$ cat src/rtl/bfp16_add_arbiter.sv
// Round-robin arbiter sharing one combinational bfp16 adder, fixed-latency tagged results.
// Optional perf counters (perf_ops, perf_stall) when BFP16_ARB_PERF_EN is defined.
module bfp16_add_arbiter #(
    parameter int NUM_REQ  = 4,
    parameter int ID_W     = 2,
    parameter int PIPE_LAT = 2
) (
    input  logic                    clk,
    input  logic                    rst,
    input  logic [NUM_REQ-1:0]      req_valid,
    output logic [NUM_REQ-1:0]      req_ready,
    input  logic [16*NUM_REQ-1:0]   req_a,
    input  logic [16*NUM_REQ-1:0]   req_b,
    output logic [15:0]             add_a,
    output logic [15:0]             add_b,
    input  logic [15:0]             add_o,
    output logic                    rsp_valid,
    input  logic                    rsp_ready,
    output logic [ID_W-1:0]         rsp_id,
    output logic [15:0]             rsp_sum,
    input  logic                    flush_req,
    output logic                    flush_done
`ifdef BFP16_ARB_PERF_EN
    ,
    output logic [31:0]             perf_ops,
    output logic [31:0]             perf_stall
`endif
);

    localparam int LAST = PIPE_LAT - 1;

    typedef enum logic [1:0] {RUN, DRAIN, DONE} state_t;

    state_t          state;
    logic [ID_W-1:0] ptr;
    logic [ID_W-1:0] gnt;
    logic            found;
    logic            advance;
    logic            grant_en;
    logic            hs;
    logic            drained;

    logic            s0_valid;
    logic [15:0]     s0_a;
    logic [15:0]     s0_b;
    logic [ID_W-1:0] s0_id;

    logic            st_v   [1:LAST];
    logic [ID_W-1:0] st_id  [1:LAST];
    logic [15:0]     st_sum [1:LAST];

    assign rsp_valid = st_v[LAST];
    assign rsp_id    = st_id[LAST];
    assign rsp_sum   = st_sum[LAST];
    assign add_a     = s0_a;
    assign add_b     = s0_b;

    assign advance  = !(rsp_valid && !rsp_ready);
    assign grant_en = (state == RUN) && !flush_req;
    assign hs       = advance && grant_en && found;

    // Search starts just after the last grant; ptr < NUM_REQ so one wrap suffices.
    always_comb begin
        int idx;
        found = 1'b0;
        gnt   = '0;
        for (int k = 1; k <= NUM_REQ; k++) begin
            idx = int'(ptr) + k;
            if (idx >= NUM_REQ) idx = idx - NUM_REQ;
            if (!found && req_valid[idx]) begin
                found = 1'b1;
                gnt   = ID_W'(idx);
            end
        end
    end

    assign req_ready = hs ? (NUM_REQ'(1) << gnt) : '0;

    always_comb begin
        drained = !s0_valid;
        for (int i = 1; i <= LAST; i++) begin
            if (st_v[i]) drained = 1'b0;
        end
    end

    always_ff @(posedge clk) begin
        if (rst) begin
            ptr        <= ID_W'(NUM_REQ - 1);
            s0_valid   <= 1'b0;
            s0_a       <= '0;
            s0_b       <= '0;
            s0_id      <= '0;
            state      <= RUN;
            flush_done <= 1'b0;
            for (int i = 1; i <= LAST; i++) begin
                st_v[i]   <= 1'b0;
                st_id[i]  <= '0;
                st_sum[i] <= '0;
            end
        end else begin
            if (advance) begin
                s0_valid <= hs;
                if (hs) begin
                    s0_a  <= req_a[16*gnt +: 16];
                    s0_b  <= req_b[16*gnt +: 16];
                    s0_id <= gnt;
                    ptr   <= gnt;
                end
                st_v[1]   <= s0_valid;
                st_id[1]  <= s0_id;
                st_sum[1] <= add_o;
                for (int i = 2; i <= LAST; i++) begin
                    st_v[i]   <= st_v[i-1];
                    st_id[i]  <= st_id[i-1];
                    st_sum[i] <= st_sum[i-1];
                end
            end
            unique case (state)
                RUN: begin
                    if (flush_req) state <= DRAIN;
                end
                DRAIN: begin
                    if (drained) begin
                        state      <= DONE;
                        flush_done <= 1'b1;
                    end
                end
                DONE: begin
                    flush_done <= 1'b0;
                    state      <= flush_req ? DRAIN : RUN;
                end
                default: state <= RUN;
            endcase
        end
    end

`ifdef BFP16_ARB_PERF_EN
    always_ff @(posedge clk) begin
        if (rst) begin
            perf_ops   <= '0;
            perf_stall <= '0;
        end else begin
            if (hs && perf_ops != 32'hFFFF_FFFF)
                perf_ops <= perf_ops + 32'd1;
            if (!advance && perf_stall != 32'hFFFF_FFFF)
                perf_stall <= perf_stall + 32'd1;
        end
    end
`endif

endmodule

$ cat config.mk
export PLATFORM = sky130hd
export DESIGN_NAME = bfp16_add_arbiter
export DESIGN_NICKNAME = d
export VERILOG_FILES = /design/src/rtl/bfp16_add_arbiter.sv
export SDC_FILE = /design/constraint.sdc
export NUM_CORES = 1
export LEC_CHECK = 0
export ABC_AREA = 1
export CAP_MARGIN = 5
export CORE_MARGIN = 4
export CORE_UTILIZATION = 35
export CTS_CLUSTER_SIZE = 25
export DETAILED_ROUTE_END_ITERATION = 16
export GPL_TIMING_DRIVEN = 0
export PLACE_DENSITY_LB_ADDON = 0.12
export REMOVE_ABC_BUFFERS = 1
export SLEW_MARGIN = 20
export SYNTH_ARGS = -nofsm -noshare
export SYNTH_HDL_FRONTEND = slang
export SYNTH_SLANG_ARGS = --single-unit
$ cat constraint.sdc
create_clock -name clk -period 2.05 [get_ports clk]
set_clock_uncertainty 0.15 [all_clocks]
set_input_delay 0.5125 -clock clk [delete_from_list [all_inputs] [get_ports clk]]
set_output_delay 0.5125 -clock clk [all_outputs]
set_load 0.1 [all_outputs]
==> out/results.md <==
STA
* -16.61 ns — final-layout setup total negative slack
* 0 — Slew Viols, Final
* 0.738 ns — slew at the pin closest to its max-slew limit
* 36 — final-report setup violation count
* 2.85 ns — final worst path period need
* 0 — Final Hold Viols
* -0.803 ns — slack of the critical path
* 351 MHz — fmax
* 0.508 — headroom to the max-slew limit
* true — RSZ-0062 raised after global routing
* 1.39 — portion of the clock cycle consumed by the worst path in the final layout

Die
* 0.356 — initial core utilization
* 0.0103 mm2 — core footprint
* 110 um — chip width
* 0.0122 mm2 — floorplan die area
* 208 — Top Ports
* 37 — Rows
* 110 um — y dimension of the die

Worst setup path
* 14 — depth of the most critical reg-to-reg path
* 2.19 ns — data arrival at the endpoint of the critical path
* reg -> out — WS Path Type
* add_a[15] — endpoint of the worst register-to-register path
* dfxtp_4 — cell type of the slowest stage on the worst timing path
* ptr[0] — startpoint of the worst-slack reg-to-reg timing path
* 1.39 ns — required arrival time at the worst endpoint
* nand2_4 — critical path's most frequent cell
* 8 — critical path fanouts, max
* 0.38 ns — Critical Path Max Stage Delay
* primary output — critical path endpoint category
* -0.52 ns — flop-to-flop setup slack
* 4 — worst path bufs/invs
* simple AND/OR/NAND/NOR gates — kind of cell adding the most delay to the critical path
* flip-flop — crit start category
* buf_12 > nand2_4 > nand2_2 > nand2_4 > nand2_4 > nor2_4 > nand3_4 > buf_4 > nand3_4 > clkinv_8 > nor3_4 > buf_12 — worst-path cell chain

Clocking
* clkbuf_8 — clk root buf
* 59 — clock net sink count
* 9 — cts bufs inserted
* 0.08 ns — CTS clock-pin slew for the worst setup and hold paths
* 0.34 ns — Clk Latency, worst-skew pair
* built — clock tree from TritonCTS
* 3 — H-tree depth
* 0 — CTS Hold Bufs
* 2 — Max clock buf depth

GRT
* 0 — aggregate global routing overflow
* 0.248 — GRT Resource Usage Total
* 0 — initial antenna violation count
* 23000 um — global-route wire length before repair
* 4569 — via count of the first global-routing pass
* 35 — maximum number of pins on one net before global-route repair

Pwr
* 8.15 mW — total power of the final layout
* 1200 mW/mm2 — power density cells
* 558 uV — highest ir drop seen on vdd
* 3.06 nW — P_leak

Hold path
* 2 — instance count along the most critical hold path
* s0_id[1] — worst hold path endpoint
* reg -> reg — Hold WC Path Type
* s0_id[1] — startpoint of the most critical hold path

Layout
* nand2_1 — most common cell after layout, fill and taps aside
* 953 — number of cells in the finished layout apart from fillers
* 964 — post-layout net count
* 0.218 — fraction of layout cells with a size suffix above 1
* 0 — Ant. Diodes
* 84.7% — layout-stage area growth over the synthesis result
* 898 — fill cell total of the finished layout
* nand2_1, clkdlybuf4s50_1, nand3_1 — highest-count cells in the layout ignoring fill and taps
* 0.658 — Core Util, Final

Place
* -3.27 ns — pre-CTS worst setup slack
* 8880 um — Detailed Place HPWL
* 886 — Placed Instances
* 0.765 — Routability Congestion
* 207 — Port-buffer cells

Flow run
* 0 — max-cap violation count

Routing
* 16.7 um — Routed WL per cell
* 5.03 — detailed-route vias per instance
* 15900 um — final wirelength
* 6 — TritonRoute pass-1 iters
* 4790 — via count
* 0 — post-route antenna net violation count
* 300 — violation count after the first detailed-routing iteration
* 0 — count of unresolved DRC violations after routing

Yosys
* 23 — post-synthesis cell type count
* 6.33 um2 — Mean Syn Cell Area
* 0.00366 mm2 — post-synth design cell area
* 0.374 — sequential share of the synthesized area
* 0 — Synth Warn #
* 0 — share of flip-flops with an asynchronous set or reset
* 59 — number of storage elements in the synthesis netlist
* 579 — Cells after Synth
* dfxtp_1 — most frequently used flop master after synthesis
* 19 — number of flops mapped to enable cells by yosys

Run status
* negative setup slack — violations in the final reports
* finished with violations — run status

synth_stat cells, drive strengths merged (2+ instances only):
cell type,instances,share of area
nand2,182,0.19
inv,51,0.052
edfxtp,19,0.16
o21ai,21,0.029
o211ai,2,0.0041
nand3,123,0.17
nand4,3,0.0051
clkbuf,11,0.011
a21oi,4,0.0055
buf,26,0.051
dfxtp,40,0.22
nor2,93,0.10
worst register-to-register path, cell delays in order, from the launching register on:
cell,delay (ns)
dfxtp_4,0.38
inv_6,0.12
nand2_1,0.11
nand2_4,0.11
nand2_1,0.06
nand2_1,0.11
inv_2,0.08
nand3_4,0.11
buf_4,0.15
buf_4,0.24
nand3_4,0.38
nand3_1,0.18
nand3_1,0.12
nor2_1,0.12
nor2_1,0.05
repair_timing:
item | in CTS | in global routing
pin swaps | 22 | 12
gates cloned | 10 | 4
hold endpoints to repair | 0 | 0
resized for setup | 227 | 61
buffers inserted | 23 | 14
setup endpoints to repair | 132 | 90
per-layer routing:
layer	GRT usage	part of all wire
met1	0.292	0.38
met2	0.432	0.50
met3	0.0635	0.096
met4	0.0959	0.024
met5	0	0
kinds of logic (layout without fill, tap and decap cells):
logic type / Yosys count / count (layout) / share of synthesized area
AO/OA/AOI/OAI: 29 / 29 / 0.0420
buffers and inverters: 88 / 317 / 0.115
flip-flops: 59 / 59 / 0.374
AND/OR/NAND/NOR: 403 / 412 / 0.469
stage by stage:
stage | area (um2) | hold slack, ns
2_1_floorplan | 3430 | 0.289
3_3_place_gp | 5680 | 0.302
6_report | 6770 | 0.341
4_1_cts | 6510 | 0.322
5_1_grt | 6770 | 0.366
3_5_place_dp | 5720 | 0.313
flip-flops by register name, summed over array words and instances (netlist names), 2 cells and up:
signal  count
add_a      16
add_b      16
ptr         2
state       2
st_sum     16
s0_id       2
st_id       2
cell type report:
cell class	instances	area, um2	area share
Multi-Input combinational cell	441	2270	0.336
Clock buffer	12	155	0.0229
Inverter	51	236	0.0350
Clock inverter	4	25.0	0.00370
Timing Repair inverter	4	41.3	0.00610
Sequential cell	59	1380	0.204
Timing Repair Buffer	246	2480	0.367
Tap cell	136	170	0.0252
where the power goes:
part / switching (mW) / internal, mW / total [mW]
combinational: 3.82 / 1.84 / 5.67
sequential: 0.105 / 1.40 / 1.50
clock: 0.475 / 0.501 / 0.976
total: 4.40 / 3.74 / 8.15
how the worst max path moves through the flow:
stage	from	to	slack, ns	depth (start not counted)
global placement	req_valid[3]	req_ready[0]	-3.60	11
floorplan	ptr[0]	req_ready[0]	-3.13	10
global route	ptr[0]	req_ready[0]	-0.90	12
CTS	ptr[0]	req_ready[2]	-0.77	12
finish	ptr[0]	req_ready[0]	-0.80	12
detailed placement	req_valid[0]	req_ready[1]	-3.27	12
No activity file was read; power rests on OpenSTA's default activity.
